File: src/rtl/hsid_x_obi_burst_reader.sv
// hsid_x_obi_burst_reader
// OBI read master for the HSID-X datapath. A start pulse launches limit_in consecutive
// word reads from initial_addr. Requests are pipelined, and responses are buffered in a
// small FIFO that is drained over a valid/ready stream. The FIFO depth also caps the
// number of reads in flight, so the FIFO cannot overflow.
// Optional feature: define HSID_X_OBI_READER_ERR_EN to add obi_err/error. Erroring
// responses are then dropped, and a sticky error flag is raised.
module hsid_x_obi_burst_reader #(
  parameter int unsigned WORD_WIDTH        = 32,
  parameter int unsigned HSP_LIBRARY_WIDTH = 16,
  parameter int unsigned FIFO_DEPTH        = 4
) (
  input  logic                         clk,
  input  logic                         rst_n,
  input  logic [WORD_WIDTH-1:0]        initial_addr,
  input  logic [HSP_LIBRARY_WIDTH-1:0] limit_in,
  input  logic                         start,
  output logic                         done,
  output logic                         busy,
  output logic                         obi_req,
  input  logic                         obi_gnt,
  output logic [WORD_WIDTH-1:0]        obi_addr,
  output logic                         obi_we,
  output logic [WORD_WIDTH/8-1:0]      obi_be,
  output logic [WORD_WIDTH-1:0]        obi_wdata,
  input  logic                         obi_rvalid,
  input  logic [WORD_WIDTH-1:0]        obi_rdata,
`ifdef HSID_X_OBI_READER_ERR_EN
  input  logic                         obi_err,
  output logic                         error,
`endif
  output logic [WORD_WIDTH-1:0]        data_out,
  output logic                         data_valid,
  input  logic                         data_ready
);

  localparam int unsigned PTR_W = (FIFO_DEPTH > 1) ? $clog2(FIFO_DEPTH) : 1;
  localparam int unsigned CNT_W = PTR_W + 1;
  localparam logic [WORD_WIDTH-1:0] ADDR_STEP  = WORD_WIDTH'(WORD_WIDTH / 8);
  localparam logic [WORD_WIDTH-1:0] ALIGN_MASK = ~WORD_WIDTH'(3);
  localparam logic [CNT_W:0]        DEPTH_C    = (CNT_W + 1)'(FIFO_DEPTH);

  typedef enum logic [1:0] {
    S_IDLE  = 2'd0,
    S_REQ   = 2'd1,
    S_DRAIN = 2'd2,
    S_DONE  = 2'd3
  } state_e;

  // Control state
  state_e                       state_q, state_d;
  logic [WORD_WIDTH-1:0]        addr_q, addr_d;
  logic [HSP_LIBRARY_WIDTH-1:0] limit_q, limit_d;
  logic [HSP_LIBRARY_WIDTH-1:0] issued_q, issued_d;
  logic [HSP_LIBRARY_WIDTH-1:0] received_q, received_d;
  logic [CNT_W-1:0]             outst_q, outst_d;
  logic                         req_q, req_d;
  logic                         done_q;
  logic                         busy_q;

  // Response FIFO
  logic [WORD_WIDTH-1:0]        fifo_mem [FIFO_DEPTH];
  logic [PTR_W-1:0]             wr_ptr_q, rd_ptr_q;
  logic [CNT_W-1:0]             fifo_cnt_q, fifo_cnt_d;

  // Handshake qualifiers
  logic                         req_fire;
  logic                         rsp_accept;
  logic                         fifo_push;
  logic                         fifo_pop;
  logic [CNT_W:0]               inflight_d;

  // A request completes when the registered request meets a grant
  assign req_fire   = req_q & obi_gnt;
  // Responses count only while reads are in flight.
  // Stale rvalids, for example after a reset, are dropped.
  assign rsp_accept = obi_rvalid & (outst_q != '0);
  assign fifo_pop   = (fifo_cnt_q != '0) & data_ready;

`ifdef HSID_X_OBI_READER_ERR_EN
  logic error_q;

  // An erroring response still counts as received, but its data is discarded
  assign fifo_push = rsp_accept & ~obi_err;

  // Sticky error flag: set by a failed response, cleared by the next accepted start
  always_ff @(posedge clk or negedge rst_n) begin
    if (!rst_n) begin
      error_q <= 1'b0;
    end else if (state_q == S_IDLE && start) begin
      error_q <= 1'b0;
    end else if (rsp_accept && obi_err) begin
      error_q <= 1'b1;
    end
  end

  assign error = error_q;
`else
  assign fifo_push = rsp_accept;
`endif

  // Next FIFO occupancy; it feeds the issue decision for the coming cycle
  always_comb begin
    fifo_cnt_d = fifo_cnt_q;
    if (fifo_push && !fifo_pop) begin
      fifo_cnt_d = fifo_cnt_q + CNT_W'(1);
    end else if (!fifo_push && fifo_pop) begin
      fifo_cnt_d = fifo_cnt_q - CNT_W'(1);
    end
  end

  // Next-state logic for the sequencer, counters and address
  always_comb begin
    state_d    = state_q;
    addr_d     = addr_q;
    limit_d    = limit_q;
    issued_d   = issued_q;
    received_d = received_q;
    outst_d    = outst_q;

    if (req_fire) begin
      issued_d = issued_q + HSP_LIBRARY_WIDTH'(1);
      // Plain modular add: wrapping past the top of the address space is allowed
      addr_d   = addr_q + ADDR_STEP;
    end
    if (rsp_accept) begin
      received_d = received_q + HSP_LIBRARY_WIDTH'(1);
    end
    // A grant and a response in the same cycle cancel out
    if (req_fire && !rsp_accept) begin
      outst_d = outst_q + CNT_W'(1);
    end else if (!req_fire && rsp_accept) begin
      outst_d = outst_q - CNT_W'(1);
    end

    unique case (state_q)
      S_IDLE: begin
        if (start) begin
          addr_d     = initial_addr & ALIGN_MASK;
          limit_d    = limit_in;
          issued_d   = '0;
          received_d = '0;
          // An empty transfer completes without touching the bus
          state_d    = (limit_in == '0) ? S_DONE : S_REQ;
        end
      end
      S_REQ: begin
        if (issued_d == limit_q) begin
          state_d = S_DRAIN;
        end
      end
      S_DRAIN: begin
        if (received_q == limit_q && fifo_cnt_q == '0) begin
          state_d = S_DONE;
        end
      end
      S_DONE: begin
        state_d = S_IDLE;
      end
      default: begin
        state_d = S_IDLE;
      end
    endcase

    // The request is registered, so the decision uses next-cycle occupancy.
    // Reads in flight plus buffered words never exceed the FIFO depth.
    // Once raised, the request holds until granted: neither the issue count
    // nor that occupancy sum can rise while it waits.
    inflight_d = {1'b0, outst_d} + {1'b0, fifo_cnt_d};
    req_d = (state_d == S_REQ) && (issued_d < limit_d) && (inflight_d < DEPTH_C);
  end

  // Sequencer state and registered bus/status outputs
  always_ff @(posedge clk or negedge rst_n) begin
    if (!rst_n) begin
      state_q    <= S_IDLE;
      addr_q     <= '0;
      limit_q    <= '0;
      issued_q   <= '0;
      received_q <= '0;
      outst_q    <= '0;
      req_q      <= 1'b0;
      done_q     <= 1'b0;
      busy_q     <= 1'b0;
    end else begin
      state_q    <= state_d;
      addr_q     <= addr_d;
      limit_q    <= limit_d;
      issued_q   <= issued_d;
      received_q <= received_d;
      outst_q    <= outst_d;
      req_q      <= req_d;
      done_q     <= (state_d == S_DONE);
      busy_q     <= (state_d != S_IDLE);
    end
  end

  // FIFO pointers and occupancy. Reset discards any buffered words.
  always_ff @(posedge clk or negedge rst_n) begin
    if (!rst_n) begin
      wr_ptr_q   <= '0;
      rd_ptr_q   <= '0;
      fifo_cnt_q <= '0;
    end else begin
      if (fifo_push) begin
        wr_ptr_q <= wr_ptr_q + PTR_W'(1);
      end
      if (fifo_pop) begin
        rd_ptr_q <= rd_ptr_q + PTR_W'(1);
      end
      fifo_cnt_q <= fifo_cnt_d;
    end
  end

  // FIFO storage. It has no reset, so it can map onto plain memory.
  always_ff @(posedge clk) begin
    if (fifo_push) begin
      fifo_mem[wr_ptr_q] <= obi_rdata;
    end
  end

  assign obi_req    = req_q;
  assign obi_addr   = addr_q;
  assign obi_we     = 1'b0;
  assign obi_be     = '1;
  assign obi_wdata  = '0;
  assign done       = done_q;
  assign busy       = busy_q;
  assign data_valid = (fifo_cnt_q != '0);
  // Mask the head when empty, so unwritten storage never leaks to the stream
  assign data_out   = (fifo_cnt_q != '0) ? fifo_mem[rd_ptr_q] : '0;

endmodule
File: config.mk
export PLATFORM = sky130hd
export DESIGN_NAME = hsid_x_obi_burst_reader
export DESIGN_NICKNAME = d
export VERILOG_FILES = /design/src/rtl/hsid_x_obi_burst_reader.sv
export SDC_FILE = /design/constraint.sdc
export NUM_CORES = 1
export LEC_CHECK = 0
export CORE_UTILIZATION = 25
export CTS_CLUSTER_DIAMETER = 200
export DETAILED_ROUTE_END_ITERATION = 8
export SLEW_MARGIN = 20
export SYNTH_ARGS = -nofsm -noshare
export SYNTH_HDL_FRONTEND = slang
export SYNTH_SLANG_ARGS = --single-unit
export TNS_END_PERCENT = 30
File: constraint.sdc
create_clock -name clk -period 3.6 [get_ports clk]
set_clock_uncertainty 0.15 [all_clocks]
set_input_delay 0.72 -clock clk [delete_from_list [all_inputs] [get_ports clk]]
set_output_delay 0.72 -clock clk [all_outputs]
set_load 0.02 [all_outputs]
Word-level counts from Yosys, hierarchy flattened
Memories as Yosys holds them, arrays and structs flattened. Cells that the tools add are included.

Add/sub/neg operators: 10. Muxes and demuxes: 23. Bitwise operators: 3. Eq/ne operators: 7. Reductions and logical operators: 16. $lt $le $gt $ge: 2.

Operators with widths (number): 16-bit two-way mux (8); 32-bit two-way mux (4); 16-bit by 1-bit adder with 16-bit output, second input constant (2); 32-bit by 3-bit adder with 32-bit output, second input constant (1); 16-bit equality test (2); 16-bit zero test (1); 16-bit < comparator (1); 3-bit two-way mux (4); 2-bit two-way mux (4); 2-bit one-hot mux with 4 select lines (1); 1-bit logical AND (7); 3-bit by 1-bit adder with 3-bit output, second input constant (2); 2-bit equality test, second input constant (3); 3-bit nonzero test (2); 3-bit by 1-bit subtractor with 3-bit output, second input constant (2); 2-bit by 1-bit adder with 2-bit output, second input constant (2); 3-bit by 3-bit adder with 4-bit output (1); 2-bit by 1-bit equality test with 1-bit output, second input constant (2); 4-bit by 3-bit < comparator with 1-bit output, second input constant (1); 1-bit AND (3); 1-bit zero test (3); 3-bit zero test (1); 2-bit zero test (1); 1-bit two-way mux (2); 2-bit nonzero test (1).

Memory bits (writable): 128. Output and inout port bits: 105. Memories: 1. Flip-flop bits (word level): 95.

Memories: fifo_mem (words 4, width 32, rd ports 1, clocked after Yosys merged registers in 0, wr ports 1, line 62) `logic [WORD_WIDTH-1:0] fifo_mem [FIFO_DEPTH];`.

Logic depth before layout (Yosys ltp)
Word-level depth: 9. Gate-level depth with buffers: 14. Gate-level depth less buffers: 13.

Least setup slack after synthesis
No wires, ideal clock.

Path type: input port to flip-flop. From: input start. To: register req_q (netlist: obi_req). Setup time: 0.101 ns. Path slack: 0.170 ns. Data required time: 3.349 ns. Arrival: 3.179 ns. Cell stages on the path: 12. Cell sequence: nor3b_1 > clkbuf_1 > buf_1 > clkbuf_1 > nor2_1 > ha_1 > a21o_1 > a21oi_1 > nor2b_1 > a2111oi_0 > o21ai_0 > nor4_1.

Word-level cells in the longest chain between the ends: 5. Elaborated cells between the ends (all ways): 10.

Ends and longest elaborated chain: from (decl) (line 17) `input logic start,`; 16-bit two-way mux (line 138) `if (start) begin`; 16-bit two-way mux (line 136) `unique case (state_q)`; via issued_d[5] (line 54) `logic [HSP_LIBRARY_WIDTH-1:0] issued_q, issued_d;`; 16-bit < comparator (line 170) `req_d = (state_d == S_REQ) && (issued_d < limit_d) && (inflight_d < DEPTH_C);`; 1-bit logical AND (2 in a row) (line 170); via req_d (line 57) `logic req_q, req_d;`; to (signal assigned) (line 192) `req_q <= req_d;`; to (decl) (line 57).

The timed path passes the listed nets, and every way through them passes these cells. A chain may end at the register's enable or synchronous reset.

Worst setup path in the final report
From: register rd_ptr_q[0]. To: output data_out[28].

Word-level cells in the longest chain between the ends: 2.

Ends and longest elaborated chain: from (decl) (line 63) `logic [PTR_W-1:0] wr_ptr_q, rd_ptr_q;`; from (signal assigned) (line 209) `rd_ptr_q <= rd_ptr_q + PTR_W'(1);`; memory read 4 x 32 bit; 32-bit two-way mux (line 231) `assign data_out = (fifo_cnt_q != '0) ? fifo_mem[rd_ptr_q] : '0;`; to (decl) (line 32) `output logic [WORD_WIDTH-1:0] data_out,`.

No other way between the ends.

==> results.md <==
* Core footprint at 42,300 µm²
* Routed vias at a little over 7,000
* Initial antenna violation count at 0
* Pwr Density at 742 nW/µm²
* Initial DRC count at ~400
* Fin worst setup slack at between 0.1 and 0.15 ns
* Clock latency on the worst-skew pair at 0.54 ns
* Seq cells post-synth at roughly 220
* Synthesized instance count at approximately 860
* Post-Synth Adder-Cell Area at 3.56%
* Nets at roughly 1,200
* Clk slew on worst S/H paths at around 0.060 ns
* Die ar. at between 40,000 and 50,000 µm²
* Area contributors post-synth: edfxtp_1 36%, dfrtp_1 22%, mux4_2 6.7%
* DRT Pass-1 Iters at 5
* Fraction of registers with async set/reset at 42.1%
* Syn Area/Cell at 12.5 µm²
* Clock Tree Buf Depth at 3
* Status: finished, final reports clean
* Total track usage at a little under an eighth
* P_leak at roughly 5.1 nW
* HPWL Detailed at approximately 19 mm
* Final Hold Fails at 0
* Peak supply drop at between 300 and 400 µV
* Vias in the first global route at slightly above 7,000
* Post CTS Setup Buffer Count at 0
* Max Cap Viol at 0
* Post-Syn Area at roughly 11,000 µm²
* # IOs at between 150 and 200
* RSZ-0062 raised after global routing: false
* Actual slew at the worst max-slew pin at 0.684 ns
* # diodes at 0
* Share of cells above drive strength 1 at 12.7%
* Register area share after synthesis at 57.0%
* CTS tree: done
* Endpoints failing setup at 0
* Post-layout min period at approximately 3.5 ns
* GP Congestion at around 0.84
* Crit share post-route at a little over nine tenths
* Final Max Slew Viols at 0
* Largest net degree at the start of global routing at 61
* Avg Vias per Cell at between 4 and 5
* Row Count at 75
* Hold crit path type: input port to async pin
* Grt ovf at 0
* CP max FO at 16
* XOR/XNOR Fraction of Synth Area at under 10%
* Remaining DRCs at 0
* Synth top area share at approximately 36%
* CTS Buf Count at 26
* Initial Utilization at between 20% and 30%
* CP endpoint kind: output port
* Max frequency at approximately 290 MHz
* Ys flop type: edfxtp_1
* Post-Route WL at 26.4 mm
* Chip height at about 210 µm
* Final setup TNS at 0 ns
* Global-route wire length before repair at 41.4 mm
* Port bufs at roughly 150
* Largest family of logic cells by synthesized area: simple AND/OR/NAND/NOR gates
* WS Path Type: flop to output port
* Die X at about 210 µm
* Startpoint Class: flop
* Post-synth EDFFs at around 130
* Max-slew headroom at roughly 54%
* Synth unique cells at 58
* CTS H-tree depth at 1
* Clk sinks at around 220
* Worst path required time at 2.73 ns
* DRT antenna net count at 0
* FILL cells at between 4,000 and 5,000
* Dpl ws at -0.190 ns
* Crit path DAT at between 2 and 3 ns
* Root Driver: clkbuf_16
* Synth Area in Simple Gates at between 10% and 20%
* Synth warn at 0
* Layout area overhead at 29.2%
* Avg WL per Cell at between 15 and 20 µm
* Post-synthesis compound-gate area fraction at ~4.9%
* Post-synthesis mux area share at a little over 8%
* Synth area leader: edfxtp_1
==> cells in the mapped netlist (16+ instances only) <==
library cell,instances
mux4_2,32
dfrtp_1,93
nand3_1,27
inv_1,32
mux2i_1,16
nand4_1,25
and2_1,38
edfxtp_1,128
clkbuf_1,24
nor2_1,48
ha_1,30
xnor2_1,64
xor2_1,33
buf_4,39
o21ai_0,44
nand2_1,65
==> cells in the final DEF (no fill, tap or decap), types with 30 or more instances in the layout <==
master,instances
and2_1,37
dfrtp_1,92
inv_1,32
buf_4,50
xor2_1,33
conb_1,39
xnor2_1,64
o21ai_0,44
nor2_1,48
nand2_1,65
edfxtp_1,128
ha_1,30
clkdlybuf4s50_1,148
mux4_2,32
==> worst paths after layout <==
path	slack, ns	cells after the start	from	endpoint
max reg2reg	0.38	11	issued_q[1]	obi_req
max	0.14	4	rd_ptr_q[0]	data_out[28]
min	0.08	1	rst_n	limit_q[9]
max in group asynchronous	2.53	2	rst_n	obi_addr[15]
min in group clk	0.35	1	fifo_cnt_q[2]	fifo_cnt_q[2]
min reg2reg	0.35	1	fifo_cnt_q[2]	fifo_cnt_q[2]
==> cell families after synthesis <==
family / Yosys count
xor gates and xnor gates: 97
buffers and inverters: 106
AOI/OAI and AO/OA: 87
other: 2
and+or+nand+nor: 271
muxes: 48
DFF: 221
adders and majority gates: 31
==> stage by stage <==
| stage | utilization [%] | area [µm²] | cells | total power [mW] | hold WS [ns] |
|---|---|---|---|---|---|
| floorplan | - | 11000 | 900 | 6.23 | 0.274 |
| global placement | 31.2 | 13200 | 1606 | 8.00 | 0.356 |
| detailed placement | 31.2 | 13200 | 1606 | 8.07 | 0.350 |
| CTS | 33.0 | 14000 | 1654 | 10.6 | 0.0803 |
| global route | 33.0 | 14000 | 1654 | 11.0 | 0.130 |
| finish | 33.0 | 14000 | 1654 | 10.4 | 0.0767 |
==> critical path, stage by stage (launching register included) <==
cell	delay, ns
dfrtp_4	0.56
buf_12	0.22
mux4_2	0.51
and2_1	0.17
clkdlybuf4s50_1	0.58
==> power by group <==
group	leakage, nW	internal [mW]	switching, mW
registers	2.35	3.32	0.561
logic	2.39	2.03	2.05
clock network	0.387	1.39	1.03
==> layout make-up <==
cell class / count / area (µm²) / share of cell area, %
Sequential cell: 221 / 6170 / 44.2
Multi-Input combinational cell: 573 / 4240 / 30.3
Timing Repair Buffer: 203 / 1940 / 13.9
Tap cell: 577 / 722 / 5.16
Clock buffer: 35 / 714 / 5.11
Inverter: 32 / 120 / 0.859
Clock inverter: 13 / 72.6 / 0.519
==> timing repair <==
| action | in CTS | in global routing |
|---|---|---|
| hold buffers | 0 | 0 |
| setup endpoints to repair | 12 | 5 |
| resized for setup | 2 | 1 |
==> metal layers <==
metal | routed length (µm) | part of all wire, % | GRT usage (%) | vias to the layer above
li1 | - | - | - | 3423
met1 | 12400 | 47 | 16.5 | 3541
met2 | 11800 | 45 | 18.8 | 213
met3 | 1680 | 6.4 | 2.91 | 41
met4 | 546 | 2.1 | 2.79 | 0
met5 | 0 | 0 | 0 | -
==> sequential cells by signal (all words and copies together) (netlist names) <==
name	count
issued_q	16
fifo_mem	128
state_q	2
received_q	16
limit_q	16
fifo_cnt_q	3
obi_addr	30
outst_q	3
done	1
obi_req	1
busy	1
rd_ptr_q	2
wr_ptr_q	2
No activity file was read; power rests on OpenSTA's default activity.
